[src/rtl/core_pkg.sv]
// Shared definitions for the core data-side request router.
// Holds the uncached FSM state encoding, bus widths, parameter defaults
// and the captured uncached request payload.
package core_pkg;

  localparam int unsigned XLEN = 32;
  localparam int unsigned BE_W = 4;

  // Defaults for the router parameters
  localparam int unsigned    TIMEOUT_W_DEF   = 8;
  localparam logic [XLEN-1:0] NC_ERR_DATA_DEF = 32'h0000_0000;

  typedef enum logic [1:0] {
    ST_IDLE    = 2'd0,
    ST_NC_REQ  = 2'd1,
    ST_NC_WAIT = 2'd2
  } nc_state_e;

  // Uncached request captured at acceptance
  typedef struct packed {
    logic [XLEN-1:0] addr;
    logic            we;
    logic [BE_W-1:0] be;
    logic [XLEN-1:0] wdata;
  } nc_req_t;

endpackage

[src/rtl/core_nc_timer.sv]
// Response watchdog for uncached transactions.
// Ports:
//   clk, rst   clock, synchronous active-high reset
//   clr        restart the count at zero
//   en         count this cycle (saturates at all-ones)
//   expired_c  high during the enabled cycle in which the count reaches
//              all-ones, i.e. the last cycle a response is still accepted
module core_nc_timer #(
  parameter int unsigned W = 8
) (
  input  logic clk,
  input  logic rst,
  input  logic clr,
  input  logic en,
  output logic expired_c
);

  localparam logic [W-1:0] CNT_MAX  = '1;
  localparam logic [W-1:0] CNT_LAST = CNT_MAX - W'(1);

  logic [W-1:0] count;

  // Saturating up-counter
  always_ff @(posedge clk) begin
    if (rst) begin
      count <= '0;
    end else if (clr) begin
      count <= '0;
    end else if (en && (count != CNT_MAX)) begin
      count <= count + W'(1);
    end
  end

  assign expired_c = en & (count == CNT_LAST);

endmodule

[src/rtl/core_ncache_router.sv]
// Data-side request router placed after the core CSR block.
// Each LSU request is classified against ncache_base/ncache_mask at
// acceptance: cacheable requests pass combinationally to the D-cache,
// non-cacheable ones are captured and issued on the uncached bus under a
// small FSM with a response watchdog. Only one transaction is ever
// outstanding.
// Ports:
//   clk, rst                 clock, synchronous active-high reset
//   ncache_base/mask         non-cacheable region from CSRs
//   lsu_req_*                LSU request (val/ack handshake)
//   lsu_resp_*               one response pulse per request (err = timeout)
//   dc_req_*, dc_resp_*      D-cache request / response
//   nc_req_*, nc_resp_*      uncached bus request / response
module core_ncache_router
  import core_pkg::*;
#(
  parameter int unsigned     TIMEOUT_W   = TIMEOUT_W_DEF,
  parameter logic [XLEN-1:0] NC_ERR_DATA = NC_ERR_DATA_DEF
) (
  input  logic            clk,
  input  logic            rst,
  input  logic [XLEN-1:0] ncache_base,
  input  logic [XLEN-1:0] ncache_mask,
  input  logic            lsu_req_val,
  output logic            lsu_req_ack,
  input  logic [XLEN-1:0] lsu_req_addr,
  input  logic            lsu_req_we,
  input  logic [BE_W-1:0] lsu_req_be,
  input  logic [XLEN-1:0] lsu_req_wdata,
  output logic            lsu_resp_val,
  output logic [XLEN-1:0] lsu_resp_data,
  output logic            lsu_resp_err,
  output logic            dc_req_val,
  input  logic            dc_req_ack,
  output logic [XLEN-1:0] dc_req_addr,
  output logic            dc_req_we,
  output logic [BE_W-1:0] dc_req_be,
  output logic [XLEN-1:0] dc_req_wdata,
  input  logic            dc_resp_val,
  input  logic [XLEN-1:0] dc_resp_data,
  output logic            nc_req_val,
  input  logic            nc_req_ack,
  output logic [XLEN-1:0] nc_req_addr,
  output logic            nc_req_we,
  output logic [BE_W-1:0] nc_req_be,
  output logic [XLEN-1:0] nc_req_wdata,
  input  logic            nc_resp_val,
  input  logic [XLEN-1:0] nc_resp_data
);

  nc_state_e       state;
  nc_req_t         nc_q;
  logic            dc_busy;
  logic            resp_val_q;
  logic            resp_err_q;
  logic [XLEN-1:0] resp_data_q;

  logic hit_nc_c;
  logic free_c;
  logic nc_accept_c;
  logic dc_fire_c;
  logic tmr_en_c;
  logic tmr_expired_c;

  // Region match and acceptance window (nothing accepted while in reset)
  assign hit_nc_c    = ((lsu_req_addr & ncache_mask) == (ncache_base & ncache_mask));
  assign free_c      = (state == ST_IDLE) & ~dc_busy & ~rst;
  assign nc_accept_c = lsu_req_val & hit_nc_c & free_c;
  assign dc_fire_c   = dc_req_val & dc_req_ack;

  // Cacheable path is a straight pass-through
  assign dc_req_val   = lsu_req_val & ~hit_nc_c & free_c;
  assign dc_req_addr  = lsu_req_addr;
  assign dc_req_we    = lsu_req_we;
  assign dc_req_be    = lsu_req_be;
  assign dc_req_wdata = lsu_req_wdata;

  assign lsu_req_ack = nc_accept_c | dc_fire_c;

  // Uncached request is driven from the captured copy
  assign nc_req_val   = (state == ST_NC_REQ);
  assign nc_req_addr  = nc_q.addr;
  assign nc_req_we    = nc_q.we;
  assign nc_req_be    = nc_q.be;
  assign nc_req_wdata = nc_q.wdata;

  // Registered uncached response and same-cycle D-cache response never
  // coincide: the former only appears in IDLE with dc_busy clear.
  assign lsu_resp_val  = resp_val_q | (dc_busy & dc_resp_val);
  assign lsu_resp_data = resp_val_q ? resp_data_q :
                         ((dc_busy & dc_resp_val) ? dc_resp_data : '0);
  assign lsu_resp_err  = resp_val_q & resp_err_q;

  assign tmr_en_c = (state != ST_IDLE);

  core_nc_timer #(
    .W (TIMEOUT_W)
  ) u_timer (
    .clk       (clk),
    .rst       (rst),
    .clr       (nc_accept_c),
    .en        (tmr_en_c),
    .expired_c (tmr_expired_c)
  );

  // Uncached FSM, D-cache busy tracking and registered response
  always_ff @(posedge clk) begin
    if (rst) begin
      state       <= ST_IDLE;
      nc_q        <= '0;
      dc_busy     <= 1'b0;
      resp_val_q  <= 1'b0;
      resp_err_q  <= 1'b0;
      resp_data_q <= '0;
    end else begin
      resp_val_q <= 1'b0;

      if (dc_fire_c) begin
        dc_busy <= 1'b1;
      end else if (dc_resp_val) begin
        dc_busy <= 1'b0;
      end

      case (state)
        ST_IDLE: begin
          if (nc_accept_c) begin
            nc_q  <= '{addr: lsu_req_addr, we: lsu_req_we,
                       be: lsu_req_be, wdata: lsu_req_wdata};
            state <= ST_NC_REQ;
          end
        end
        ST_NC_REQ: begin
          if (tmr_expired_c) begin
            resp_val_q  <= 1'b1;
            resp_err_q  <= 1'b1;
            resp_data_q <= NC_ERR_DATA;
            state       <= ST_IDLE;
          end else if (nc_req_ack) begin
            state <= ST_NC_WAIT;
          end
        end
        ST_NC_WAIT: begin
          // A response in the final watchdog cycle still counts
          if (nc_resp_val) begin
            resp_val_q  <= 1'b1;
            resp_err_q  <= 1'b0;
            resp_data_q <= nc_q.we ? '0 : nc_resp_data;
            state       <= ST_IDLE;
          end else if (tmr_expired_c) begin
            resp_val_q  <= 1'b1;
            resp_err_q  <= 1'b1;
            resp_data_q <= NC_ERR_DATA;
            state       <= ST_IDLE;
          end
        end
        default: state <= ST_IDLE;
      endcase
    end
  end

endmodule

[config.mk]
export PLATFORM = sky130hd
export DESIGN_NAME = core_ncache_router
export DESIGN_NICKNAME = d
export VERILOG_FILES = /design/src/rtl/core_pkg.sv /design/src/rtl/core_nc_timer.sv /design/src/rtl/core_ncache_router.sv
export SDC_FILE = /design/constraint.sdc
export NUM_CORES = 1
export LEC_CHECK = 0
export ABC_AREA = 0
export CELL_PAD_IN_SITES_DETAIL_PLACEMENT = 0
export CELL_PAD_IN_SITES_GLOBAL_PLACEMENT = 1
export CORE_ASPECT_RATIO = 0.9
export CORE_MARGIN = 2
export CORE_UTILIZATION = 28
export CTS_BUF_LIST = sky130_fd_sc_hd__clkbuf_8
export DETAILED_ROUTE_END_ITERATION = 10
export PLACE_DENSITY_LB_ADDON = 0.1
export SLEW_MARGIN = 0
export SYNTH_ARGS = -nofsm -noshare
export SYNTH_HDL_FRONTEND = slang
export SYNTH_SLANG_ARGS = --single-unit
export TNS_END_PERCENT = 20
[constraint.sdc]
create_clock -name clk -period 3.1 [get_ports clk]
set_clock_uncertainty 0.15 [all_clocks]
set_input_delay 0.31 -clock clk [delete_from_list [all_inputs] [get_ports clk]]
set_output_delay 0.31 -clock clk [all_outputs]
set_load 0.1 [all_outputs]
==> results.yml <==
setup_path:
  cpPeakStageDelay_ns: 0.46
  cp-end-kind: "output pin"
  cp_num_cells: 10
  r2r-start: "state[0]"
  crit_type: "primary input to output pin"
  ff2ff_path_depth: 7
  critPathBufInv: 4
  crit_path_start: "lsu_req_addr[11]"
  cpMostUsedCell: "buf_4"
  r2r_end: "u_timer.count[1]"
  slowest_stage: "clkdlybuf4s50_1"
  critical_path.endpoint: "lsu_req_ack"
  cp.required_ns: 2.64
  crit_family: "buffers and inverters"
  r2r_slack_ns: 0.66
  worst_ep_arrival_time_ns: 2.48
  crit_path_start_kind: "primary input"
  cp_max_fo: 4
  crit_chain: "clkdlybuf4s50_1 > xor2_1 > a22oi_1 > nand4_1 > buf_4 > nor4_4 > buf_4 > nor2_1 > nor2_2 > buf_12"
route:
  drc: 0
  postRouteAntennaNets: 0
  wire_per_inst_um: 17.30
  first_pass_iters: 4
  drt-vias-per-instance: 4.683
  drt_wl_total_um: 22540
  drtIter0Drc: 299
  route.vias.total: 6102
power:
  leakagePower_nw: 3.831
  power.density_nw_per_um2: 380.8
  irDropWorstVdd_uv: 272.5
logic_synthesis:
  synth.largest_area_cell: "dfxtp_1"
  yosysSeqAreaShare: 0.3827
  yosys_warnings: 0
  yosys.area.top_type_share: 0.3827
  synth_commonest_cells: "dfxtp_1, a21oi_1, buf_4, nand3_1, o21ai_1"
  synth_ff_type: "dfxtp_1"
  yosys.cell_count.top_type: "dfxtp_1"
  ys_types: 43
  syn_inst: 706
  syn-num-nets: 915
  synth_area_leaders: "dfxtp_1, buf_4, a21oi_1"
  syn_avg_cell_area_um2: 8.446
  synth_seq_cells: 114
  synth_edf_count: 0
  synth_area_um2: 5963
  async_flop_share: 0
timing:
  period_minus_slack_ns: 2.943
  tns_ns: 0
  setup_viol: 0
  max_slew_margin: 0.3845
  rsz0062_at_grt: "no"
  period_share: 0.9493
  final_hold_viol_count: 0
  finalMaxSlewViolations: 0
  worst_slew_pin_slew_ns: 0.9233
  whs_ns: 0.2608
  fmax_mhz: 339.8
clock_network:
  clk_latency_ns: 0.43
  cts_tree: "yes"
  cts_num_sinks: 114
  cts_root_buf: "clkbuf_8"
  post_cts_resized: 0
  post-cts-setup-buffers: 0
  cts_buffers: 17
  postCtsHoldBufs: 0
  path_clk_slew_ns: 0.08
  ctsHtreeMaxLevel: 4
  clk_path_buf_depth: 2
grt:
  grt_overflow: 0
  grt_max_degree: 86
  antenna_found_initial: 0
  grt_pass1_wl_um: 33390
  track_usage: 0.1937
  grt_pass1_vias: 5878
status:
  status: "complete, no violations"
die:
  row_count: 50
  chipHeight_um: 142.4
  coreArea_um2: 20830
  die_w_um: 157.8
  pin_count: 379
  initial_core_util: 0.2862
  die_area_um2: 22480
place:
  place_inst: 1271
  numPortBuffers: 378
  place_congestion: 0.8172
  dpl.hpwl_um: 17000
hold_path:
  min_from: "rst"
  hold_class: "primary input to flip-flop"
final_layout:
  layout.nets: 1213
  final_cells: 1303
  drive_above_1_share: 0.2488
  antenna_cells: 0
  syn_to_final_growth_pct: 65.55
  post-route-util: 0.4739
  final.fill_count: 2107
run:
  maxCapViolCount: 0
==> cell usage in the layout (no fill, tap or decap), drive strengths merged, types with 7 or more instances in the layout <==
cell / synthesis / layout
nor3b: 32 / 32
clkinv: 0 / 8
a22oi: 16 / 16
nor3: 7 / 7
o21ai: 69 / 69
buf: 98 / 207
inv: 6 / 8
nor2: 41 / 41
dfxtp: 114 / 114
nand3: 75 / 75
a21oi: 103 / 103
clkbuf: 32 / 18
a22o: 32 / 32
xor2: 37 / 37
clkdlybuf4s50: 0 / 202
nand2: 7 / 7
==> worst register-to-register path, delay by kind of cell, from the launching register on <==
kind | cells | cell delay [ns]
compound gates | 1 | 0.08
fa+ha+maj | 1 | 0.27
buf+inv | 3 | 0.55
flops | 1 | 0.32
simple gates | 2 | 0.91
==> registers in the layout, summed over array words and instances, names as in the netlist <==
register	count
nc_req_be	4
state	2
resp_data_q	32
nc_req_wdata	32
dc_busy	1
u_timer.count	8
resp_err_q	1
nc_req_addr	32
resp_val_q	1
nc_req_we	1
==> kinds of logic after synthesis <==
kind of cell,Yosys count,share of synthesized area
AO/OA/AOI/OAI,228,0.2262
AND/OR/NAND/NOR,184,0.1716
buffers and inverters,136,0.1517
flip-flops,114,0.3827
XOR/XNOR,39,0.05728
adder cells (fa/ha/maj),5,0.01049
==> through the flow <==
stage	instance area, µm²	worst slack [ns]	total power, W
after detailed placement	9514	0.1177	0.002540
after global placement	9514	0.1184	0.002544
final	9872	0.1572	0.003759
after CTS	9872	0.2001	0.003819
after global routing	9872	0.06034	0.003918
after floorplan	5966	-0.05882	0.002130
==> where the power goes <==
part	switching, W	internal [W]
Combinational	0.000645	0.000393
Sequential	0.00000108	0.00146
Clock	0.000675	0.000580
Total	0.00132	0.00244
==> layout make-up <==
class,count,area [µm²],share of cell area
flip-flops and latches,114,2282,0.2312
well taps,286,357.8,0.03625
repair buffers,409,4051,0.4104
clock buffers,18,247.7,0.02510
multi-input cells,456,2800,0.2837
inverters,6,22.52,0.002281
clock inverters,14,110.1,0.01115
==> metal layers <==
layer	global-route usage	vias to the layer above	wire, µm
met1	0.2459	2830	9813
met2	0.3211	201	10930
met3	0.05420	14	1544
li1	-	3057	-
met5	0	-	0
met4	0.05311	0	250
==> how the worst min path moves through the flow <==
stage | end | slack (ns) | cells after the start
after floorplan | dc_busy | 0.27 | 1
after global routing | nc_req_wdata[8] | 0.23 | 5
after detailed placement | resp_data_q[31] | 0.32 | 2
final | nc_req_wdata[8] | 0.26 | 5
after global placement | nc_req_addr[20] | 0.32 | 2
after CTS | nc_req_wdata[8] | 0.22 | 5
No activity file was read; power rests on OpenSTA's default activity.
